## config.mk

```make
export PLATFORM = sky130hd
export DESIGN_NAME = vending_controller_multi
export DESIGN_NICKNAME = d
export VERILOG_FILES = /design/src/rtl/vending_controller_multi.sv
export SDC_FILE = /design/constraint.sdc
export NUM_CORES = 1
export LEC_CHECK = 0
export CAP_MARGIN = 20
export CORE_MARGIN = 5
export CORE_UTILIZATION = 40
export CTS_CLUSTER_SIZE = 25
export DETAILED_ROUTE_END_ITERATION = 8
export SETUP_SLACK_MARGIN = 0.2
export SYNTH_ARGS = -nofsm -noshare
export SYNTH_HDL_FRONTEND = slang
export SYNTH_SLANG_ARGS = --single-unit
export TNS_END_PERCENT = 10
```

## constraint.sdc

```tcl
create_clock -name clk -period 3.4 [get_ports clk]
set_input_delay 1.02 -clock clk [delete_from_list [all_inputs] [get_ports clk]]
set_output_delay 1.02 -clock clk [all_outputs]
set_load 0.02 [all_outputs]
```

## src/rtl/vending_controller_multi.sv

```systemverilog
// Multi-product vending controller: accumulates coin credit, checks each
// purchase against a price table and per-product stock, times the dispense
// pulse, supports repeat purchases and refunds on cancel or idle timeout.
// Ports: clk, reset (async, active-high); coin_valid/coin_value,
//   product_select, buy_req, buy_more, cancel, restock in;
//   credit, dispense, dispensed_id, change, change_valid,
//   insufficient, sold_out, coin_reject, busy out (all registered).
module vending_controller_multi #(
    parameter int MONEY_W         = 8,
    parameter int NUM_PROD        = 4,
    parameter int SEL_W           = 2,
    parameter logic [NUM_PROD*MONEY_W-1:0] PRICES =
        {8'd100, 8'd75, 8'd50, 8'd25},
    parameter int STOCK_W         = 4,
    parameter int STOCK_INIT      = 3,
    parameter int DISPENSE_CYCLES = 2,
    parameter int TIMEOUT         = 20
) (
    input  logic               clk,
    input  logic               reset,
    input  logic               coin_valid,
    input  logic [MONEY_W-1:0] coin_value,
    input  logic [SEL_W-1:0]   product_select,
    input  logic               buy_req,
    input  logic               buy_more,
    input  logic               cancel,
    input  logic               restock,
    output logic [MONEY_W-1:0] credit,
    output logic               dispense,
    output logic [SEL_W-1:0]   dispensed_id,
    output logic [MONEY_W-1:0] change,
    output logic               change_valid,
    output logic               insufficient,
    output logic               sold_out,
    output logic               coin_reject,
    output logic               busy
);

    localparam int TMO_W = (TIMEOUT > 2) ? $clog2(TIMEOUT) : 1;
    localparam int DC_W  = (DISPENSE_CYCLES > 1) ? $clog2(DISPENSE_CYCLES) : 1;

    typedef enum logic [1:0] {IDLE, COLLECT, VEND, REFUND} state_t;

    state_t             state_q, state_d;
    logic [MONEY_W-1:0] credit_q, credit_d;
    logic               dispense_q, dispense_d;
    logic [SEL_W-1:0]   id_q, id_d;
    logic [MONEY_W-1:0] change_q, change_d;
    logic               chg_vld_q, chg_vld_d;
    logic               insuf_q, insuf_d;
    logic               sold_q, sold_d;
    logic               crej_q, crej_d;
    logic               busy_q, busy_d;
    logic               more_q, more_d;
    logic [TMO_W-1:0]   tmo_q, tmo_d;
    logic [DC_W-1:0]    disp_q, disp_d;
    logic [STOCK_W-1:0] stock_q [NUM_PROD];
    logic [STOCK_W-1:0] stock_d [NUM_PROD];

    logic [MONEY_W-1:0] sel_price;
    logic [STOCK_W-1:0] sel_stock;
    logic               sel_ok;
    logic [MONEY_W:0]   sum;

    // Price/stock of the selected product; out-of-range index reads as 0
    always_comb begin
        sel_price = '0;
        sel_stock = '0;
        for (int i = 0; i < NUM_PROD; i++) begin
            if (product_select == SEL_W'(i)) begin
                sel_price = PRICES[i*MONEY_W +: MONEY_W];
                sel_stock = stock_q[i];
            end
        end
    end

    assign sel_ok = 32'(product_select) < NUM_PROD;
    // Extra carry bit detects credit overflow
    assign sum    = {1'b0, credit_q} + {1'b0, coin_value};

    always_comb begin
        state_d    = state_q;
        credit_d   = credit_q;
        dispense_d = dispense_q;
        id_d       = id_q;
        change_d   = '0;
        chg_vld_d  = 1'b0;
        insuf_d    = 1'b0;
        sold_d     = 1'b0;
        crej_d     = 1'b0;
        busy_d     = busy_q;
        more_d     = more_q;
        tmo_d      = tmo_q;
        disp_d     = disp_q;
        stock_d    = stock_q;
        unique case (state_q)
            IDLE: begin
                if (restock)
                    for (int i = 0; i < NUM_PROD; i++)
                        stock_d[i] = STOCK_W'(STOCK_INIT);
                if (buy_req)
                    insuf_d = 1'b1;
                if (coin_valid) begin
                    credit_d = coin_value;
                    tmo_d    = '0;
                    state_d  = COLLECT;
                end
            end
            COLLECT: begin
                if (cancel) begin
                    crej_d    = coin_valid;
                    change_d  = credit_q;
                    chg_vld_d = 1'b1;
                    busy_d    = 1'b1;
                    state_d   = REFUND;
                end else if (buy_req) begin
                    crej_d = coin_valid;
                    tmo_d  = '0;
                    if (!sel_ok || sel_stock == '0) begin
                        sold_d = 1'b1;
                    end else if (credit_q < sel_price) begin
                        insuf_d = 1'b1;
                    end else begin
                        credit_d   = credit_q - sel_price;
                        for (int i = 0; i < NUM_PROD; i++)
                            if (product_select == SEL_W'(i))
                                stock_d[i] = stock_q[i] - STOCK_W'(1);
                        id_d       = product_select;
                        more_d     = buy_more;
                        dispense_d = 1'b1;
                        busy_d     = 1'b1;
                        disp_d     = '0;
                        state_d    = VEND;
                    end
                end else if (coin_valid && !sum[MONEY_W]) begin
                    credit_d = sum[MONEY_W-1:0];
                    tmo_d    = '0;
                end else begin
                    crej_d = coin_valid;
                    // Refund lands TIMEOUT cycles after the last activity
                    if (tmo_q == TMO_W'(TIMEOUT - 2)) begin
                        change_d  = credit_q;
                        chg_vld_d = 1'b1;
                        busy_d    = 1'b1;
                        state_d   = REFUND;
                    end else begin
                        tmo_d = tmo_q + TMO_W'(1);
                    end
                end
            end
            VEND: begin
                crej_d = coin_valid;
                if (disp_q == DC_W'(DISPENSE_CYCLES - 1)) begin
                    dispense_d = 1'b0;
                    id_d       = '0;
                    if (more_q && credit_q != '0) begin
                        tmo_d   = '0;
                        busy_d  = 1'b0;
                        state_d = COLLECT;
                    end else if (credit_q != '0) begin
                        change_d  = credit_q;
                        chg_vld_d = 1'b1;
                        state_d   = REFUND;
                    end else begin
                        busy_d  = 1'b0;
                        state_d = IDLE;
                    end
                end else begin
                    disp_d = disp_q + DC_W'(1);
                end
            end
            REFUND: begin
                crej_d   = coin_valid;
                credit_d = '0;
                busy_d   = 1'b0;
                state_d  = IDLE;
            end
        endcase
    end

    always_ff @(posedge clk or posedge reset) begin
        if (reset) begin
            state_q    <= IDLE;
            credit_q   <= '0;
            dispense_q <= 1'b0;
            id_q       <= '0;
            change_q   <= '0;
            chg_vld_q  <= 1'b0;
            insuf_q    <= 1'b0;
            sold_q     <= 1'b0;
            crej_q     <= 1'b0;
            busy_q     <= 1'b0;
            more_q     <= 1'b0;
            tmo_q      <= '0;
            disp_q     <= '0;
            for (int i = 0; i < NUM_PROD; i++)
                stock_q[i] <= STOCK_W'(STOCK_INIT);
        end else begin
            state_q    <= state_d;
            credit_q   <= credit_d;
            dispense_q <= dispense_d;
            id_q       <= id_d;
            change_q   <= change_d;
            chg_vld_q  <= chg_vld_d;
            insuf_q    <= insuf_d;
            sold_q     <= sold_d;
            crej_q     <= crej_d;
            busy_q     <= busy_d;
            more_q     <= more_d;
            tmo_q      <= tmo_d;
            disp_q     <= disp_d;
            stock_q    <= stock_d;
        end
    end

    assign credit       = credit_q;
    assign dispense     = dispense_q;
    assign dispensed_id = id_q;
    assign change       = change_q;
    assign change_valid = chg_vld_q;
    assign insufficient = insuf_q;
    assign sold_out     = sold_q;
    assign coin_reject  = crej_q;
    assign busy         = busy_q;

endmodule

```

### Word level (Yosys, flattened, before mapping)

Cells that the tools add are included.

* add/sub/neg operators: 8
* magnitude comparators: 1
* equal/unequal tests: 28
* multiplexer cells: 100
* bitwise gates (word level): 3
* reductions and logical operators: 24

Operators by type and width (count)
* $mux W8: 14
* $mux W16: 5
* $mux W5: 8
* $mux W1: 36
* $reduce_and A7 Y1: 5
* $mux W4: 8
* $pmux W16 S2: 1
* $mux W2: 15
* $ne A2 B2 Y1 const B: 12
* $pmux W8 S3: 1
* $reduce_and A6 Y1: 4
* $ne A4 B4 Y1 const B: 5
* $pmux W8 S2: 1
* $sub A4 B1 Y4 const B: 4
* $pmux W5 S3: 1
* $ne A3 B3 Y1 const B: 4
* $pmux W1 S2: 5
* $reduce_and A5 Y1: 2
* $add A8 B8 Y9: 1
* $reduce_bool A3 Y1: 3
* $eq A2 B2 Y1 const B: 4
* $lt A8 B8 Y1: 1
* $pmux W2 S4: 1
* $reduce_bool A8 Y1: 1
* other kinds (16): 22

* register bits after elaboration: 49
* bits of input ports: 17
* output and inout bits: 24
* word-level logic and storage cells: 181

### Depth between registers and ports, before layout

* word-level depth: 11
* gate-level depth with buffers: 11
* depth with buffers taken out: 11

### Worst setup path before layout

Ideal clock, no wire load.

* path kind: input port to flip-flop
* start: input product_select[0]
* end: register credit_q[2] (netlist: credit[2])
* setup time: 0.125 ns
* arrival: 3.199 ns
* data required time: 3.275 ns
* setup slack: 0.076 ns
* stages on the path: 10
* buffers on the path: 0
* cells stage by stage: inv_1 > ha_1 > inv_1 > fa_1 > a211oi_1 > o21ai_0 > nand2_1 > nor2_2 > o211ai_4 > mux2_2

* cells in the longest elaborated chain, start to end: 11
* elaborated cells on any way between the ends: 23
* those cells by class: 1 x add/sub; 1 x order compare; 5 x eq/ne; 13 x mux; 3 x reduce/logical

RTL lines
* start, declared: line 23 `input logic [SEL_W-1:0] product_select,`
* $logic_not A2 Y1: line 70 `if (product_select == SEL_W'(i)) begin`
* $mux W5: line 70
* $mux W6: line 70
* $mux W7: line 70
* $mux W8: line 70
* $sub A8 B8 Y8: line 124 `credit_d = credit_q - sel_price;`
* $mux W8: line 121 `end else if (credit_q < sel_price) begin`
* $mux W8: line 119 `if (!sel_ok || sel_stock == '0) begin`
* $mux W8: line 116 `end else if (buy_req) begin`
* $mux W8: line 110 `if (cancel) begin`
* $pmux W8 S3: line 96 `unique case (state_q)`
* end signal, assigned: line 200 `credit_q <= credit_d;`
* end, declared: line 45 `logic [MONEY_W-1:0] credit_q, credit_d;`

Several ways; a longest one is shown, not always the timed one. The select of a mux whose other input is x is not followed.
A chain may end at the register's enable or synchronous reset.

### Worst setup path in the final report

* start: input product_select[0]
* end: register credit_q[6] (netlist: credit[6])

The elaborated chain is that of the path after synthesis.

==> flow_summary.toml <==
[run_status]
status = "finished clean"

[floorplan]
rows = 33
die_area_um2 = 10500
die_w_um = 102
core_area_um2 = 8260
fp.dieH_um = 102
initial_core_util_pct = 41.3
ioPinCount = 41

[synthesis]
synth_edf_count = 0
yosys.cell_types.count = 59
ys_seq_area_share_pct = 36.2
avgSynthCellArea_um2 = 9.07
synthCells = 376
synth_seq_cells = 49
async_reset_ff_share_pct = 100
yosysWarnings = 0
synthesis.area_um2 = 3410
syn_nets = 426
ys.flop_type = "dfrtp_1"

[setup_path]
cpMaxStageDelayCell = "fa_2"
cp_data_required_time_ns = 3.60
cp_top_family = "buffers and inverters"
critPathLaunchType = "input port"
cp.buffers_inverters = 5
crit_fanout = 3
critPathLaunch = "product_select[0]"
crit_chain = "dlygate4sd2_1, inv_2, buf_4, ha_2, inv_1, fa_2, a211oi_4, buf_4, o21bai_1, a21oi_1, xor2_1, o221ai_1, mux2_2"
path_common_cell = "buf_4"
cp.arrival_ns = 3.35
critPathCaptureType = "flip-flop"
r2r_start = "credit[0]$_DFFE_PP0P_"
crit_path_max_incr_delay_ns = 0.37
criticalPathCategory = "input port to flip-flop"

[cells_and_area]
area_growth_pct = 35.4
seq_area_um2 = 1240
multi_input_area_um2 = 2140
fin_nets = 527
drive_above_1_share_pct = 24.7
fin_cells = 583
design_area_um2 = 4620
n_antenna_cell = 0
fillCellCount = 774

[clock_tree]
cts_tree = "yes"
cts.sinks = 49
h-tree-depth = 2
root_buffer = "clkbuf_8"
clk_latency_ns = 0.31
cts_buffer_depth = 2
cts_made_buffers = 5
clk_pin_slew_ns = 0.10

[global_routing]
grt_pass1_wl_um = 15600
grt_max_degree = 50
grt_overflow = 0
grtUsageTotal_pct = 18.5
first_global_vias = 3284
antenna_found_initial = 0

[placed_design]
dpl.hpwl_um = 6770
place_inst = 569
place_congestion = 0.873
dpl_cell_area_um2 = 4330
io_buffers = 40

[timing]
maxSlewHeadroom_pct = 50.7
period_needed_ns = 3.15
worst_slew_pin_slew_ns = 0.732
timing.hold.ws_ns = 0.501
fin_crit_sh_pct = 92.7
drv_slew = 0
setup_viol = 0
fin_skew_ns = 0.00578
timing.fmax_mhz = 317
rsz0062_at_grt = "true"
hold_violations = 0

[pwr]
ir_drop_mv = 0.550
p_clk_share_pct = 10.9
pwr_density_cell_nw_per_um2 = 891
combPwrFrac_pct = 64.8
power_frac_seq_pct = 24.2
p_leak_nw = 2.10
power.internal_w = 0.00232
sw_frac_of_total_pct = 43.7
power.switching_w = 0.00180

[hold_path]
min_from = "stock_q[3]$_DFFE_PP0P_"
hold_path_class = "flip-flop to flip-flop"

[detailed_routing]
drc_errors = 0
routed_wl_um = 9080
viasPerCell = 5.38
drt_iter0_markers = 152
vias = 3135
drtPass1Iterations = 4
drtAntennaViolNets = 0
wl_per_cell_um = 15.6

[run]
cap_violations = 0
==> worst register-to-register path: stages (launching register included) <==
cell and delay (ns):
dfrtp_1 0.44, ha_2 0.21, inv_1 0.06, fa_2 0.40, nand2b_4 0.16, a211oi_2 0.18
buf_4 0.17, nor3_1 0.06, o31ai_2 0.34, o211ai_1 0.18, mux2_2 0.30
==> worst paths after layout <==
kind,end,depth (start not counted),slack [ns]
worst min register to register,stock_q[3]$_DFFE_PP0P_,2,0.50
worst max-delay path,credit[6]$_DFFE_PP0P_,13,0.25
min in group asynchronous,stock_q[14]$_DFFE_PP0P_,3,1.21
max in group asynchronous,change[0]$_DFF_PP0_,3,1.77
worst min-delay path,stock_q[3]$_DFFE_PP0P_,2,0.50
worst max register to register,busy$_DFFE_PP0P_,10,0.80
==> power groups by stage <==
stage	Sequential, W	Combinational, W	Clock (W)
2_1_floorplan	0.00107	0.00135	0
3_3_place_gp	0.000997	0.00236	0
3_5_place_dp	0.000996	0.00239	0
4_1_cts	0.000992	0.00260	0.000458
5_1_grt	0.00102	0.00294	0.000477
6_report	0.000997	0.00267	0.000450
==> synthesized netlist by cell type, types with 2 or more instances <==
| master | instances | area share [%] |
|---|---|---|
| dfrtp_1 | 41 | 30 |
| inv_1 | 34 | 3.7 |
| nand2_1 | 34 | 3.7 |
| ha_1 | 31 | 11 |
| nor2_1 | 27 | 3.0 |
| o21ai_0 | 27 | 4.0 |
| nand3_1 | 17 | 2.5 |
| a21oi_1 | 16 | 2.3 |
| a21o_1 | 10 | 2.2 |
| nor3_1 | 10 | 1.5 |
| and2_1 | 9 | 1.7 |
| a211oi_1 | 8 | 1.8 |
| dfstp_2 | 8 | 6.2 |
| mux2_2 | 8 | 2.6 |
| nor4_1 | 7 | 1.3 |
| xor2_1 | 7 | 1.8 |
| a31oi_1 | 5 | 0.92 |
| clkbuf_1 | 5 | 0.55 |
| o211ai_1 | 5 | 1.1 |
| mux2i_1 | 4 | 1.2 |
| nand2b_1 | 4 | 0.73 |
| o2bb2ai_1 | 4 | 1.0 |
| or4_1 | 4 | 0.88 |
| a22oi_1 | 3 | 0.66 |
| nor2b_1 | 3 | 0.55 |
| o2111ai_1 | 3 | 0.77 |
| a21boi_0 | 2 | 0.44 |
| buf_2 | 2 | 0.29 |
| fa_1 | 2 | 1.2 |
| nand4_1 | 2 | 0.37 |
| nand4b_1 | 2 | 0.51 |
| o21bai_1 | 2 | 0.44 |
| o221ai_1 | 2 | 0.51 |
| or3_1 | 2 | 0.37 |
| xnor2_1 | 2 | 0.51 |
==> state kept, by name, indices dropped and copies added (netlist names) <==
signal	count
stock_q	16
change	8
credit	8
tmo_q	5
dispensed_id	2
state_q	2
busy	1
change_valid	1
coin_reject	1
disp_q	1
dispense	1
insufficient	1
more_q	1
sold_out	1
==> layout by cell type, fill, tap and decap left out, types with 10 or more instances in the layout <==
master           count
buf_4               60
nand2_1             32
a21oi_1             16
o21ai_0             22
clkdlybuf4s50_1     37
nand3_1             16
inv_1               32
nor2_1              25
ha_1                26
a21o_1              10
dfrtp_1             41
==> cells by family after synthesis <==
family | share of synthesized area (%)
simple gates | 18.2
compound gates | 22.3
flops | 36.2
buf+inv | 4.58
fa+ha+maj | 12.5
mux | 3.81
xor+xnor | 2.31
==> timing repair <==
item,4_1_cts,5_1_grt
gates resized for setup,23,15
pin swaps,13,12
setup buffers,6,0
endpoints found under the setup margin,41,30
hold buffers,0,0
==> per-layer routing <==
layer	global-route usage [%]	wire, um	share of wire [%]
met1	24.8	4460	49
met2	31.5	4220	47
met3	2.66	285	3.1
met4	4.44	111	1.2
met5	0	0	0
==> cell type report <==
cell class                      count  area share, %
Multi-Input combinational cell    286           46.3
Sequential cell                    49           26.8
Timing Repair Buffer              101           18.8
Tap cell                          105           2.84
Inverter                           34           2.76
Clock buffer                        7           1.87
Clock inverter                      1          0.650
==> per-stage QoR <==
step                      total power (W)  utilization (%)  TNS, ns  setup slack (ns)
after floorplan                   0.00243                -        0             0.201
after global placement            0.00336             52.5    -9.28            -0.344
after detailed placement          0.00339             52.5   -11.77            -0.436
after CTS                         0.00405             55.2        0             0.201
after global routing              0.00444             55.9        0             0.152
final                             0.00411             55.9        0             0.249
(Power assumes the default switching activity.)
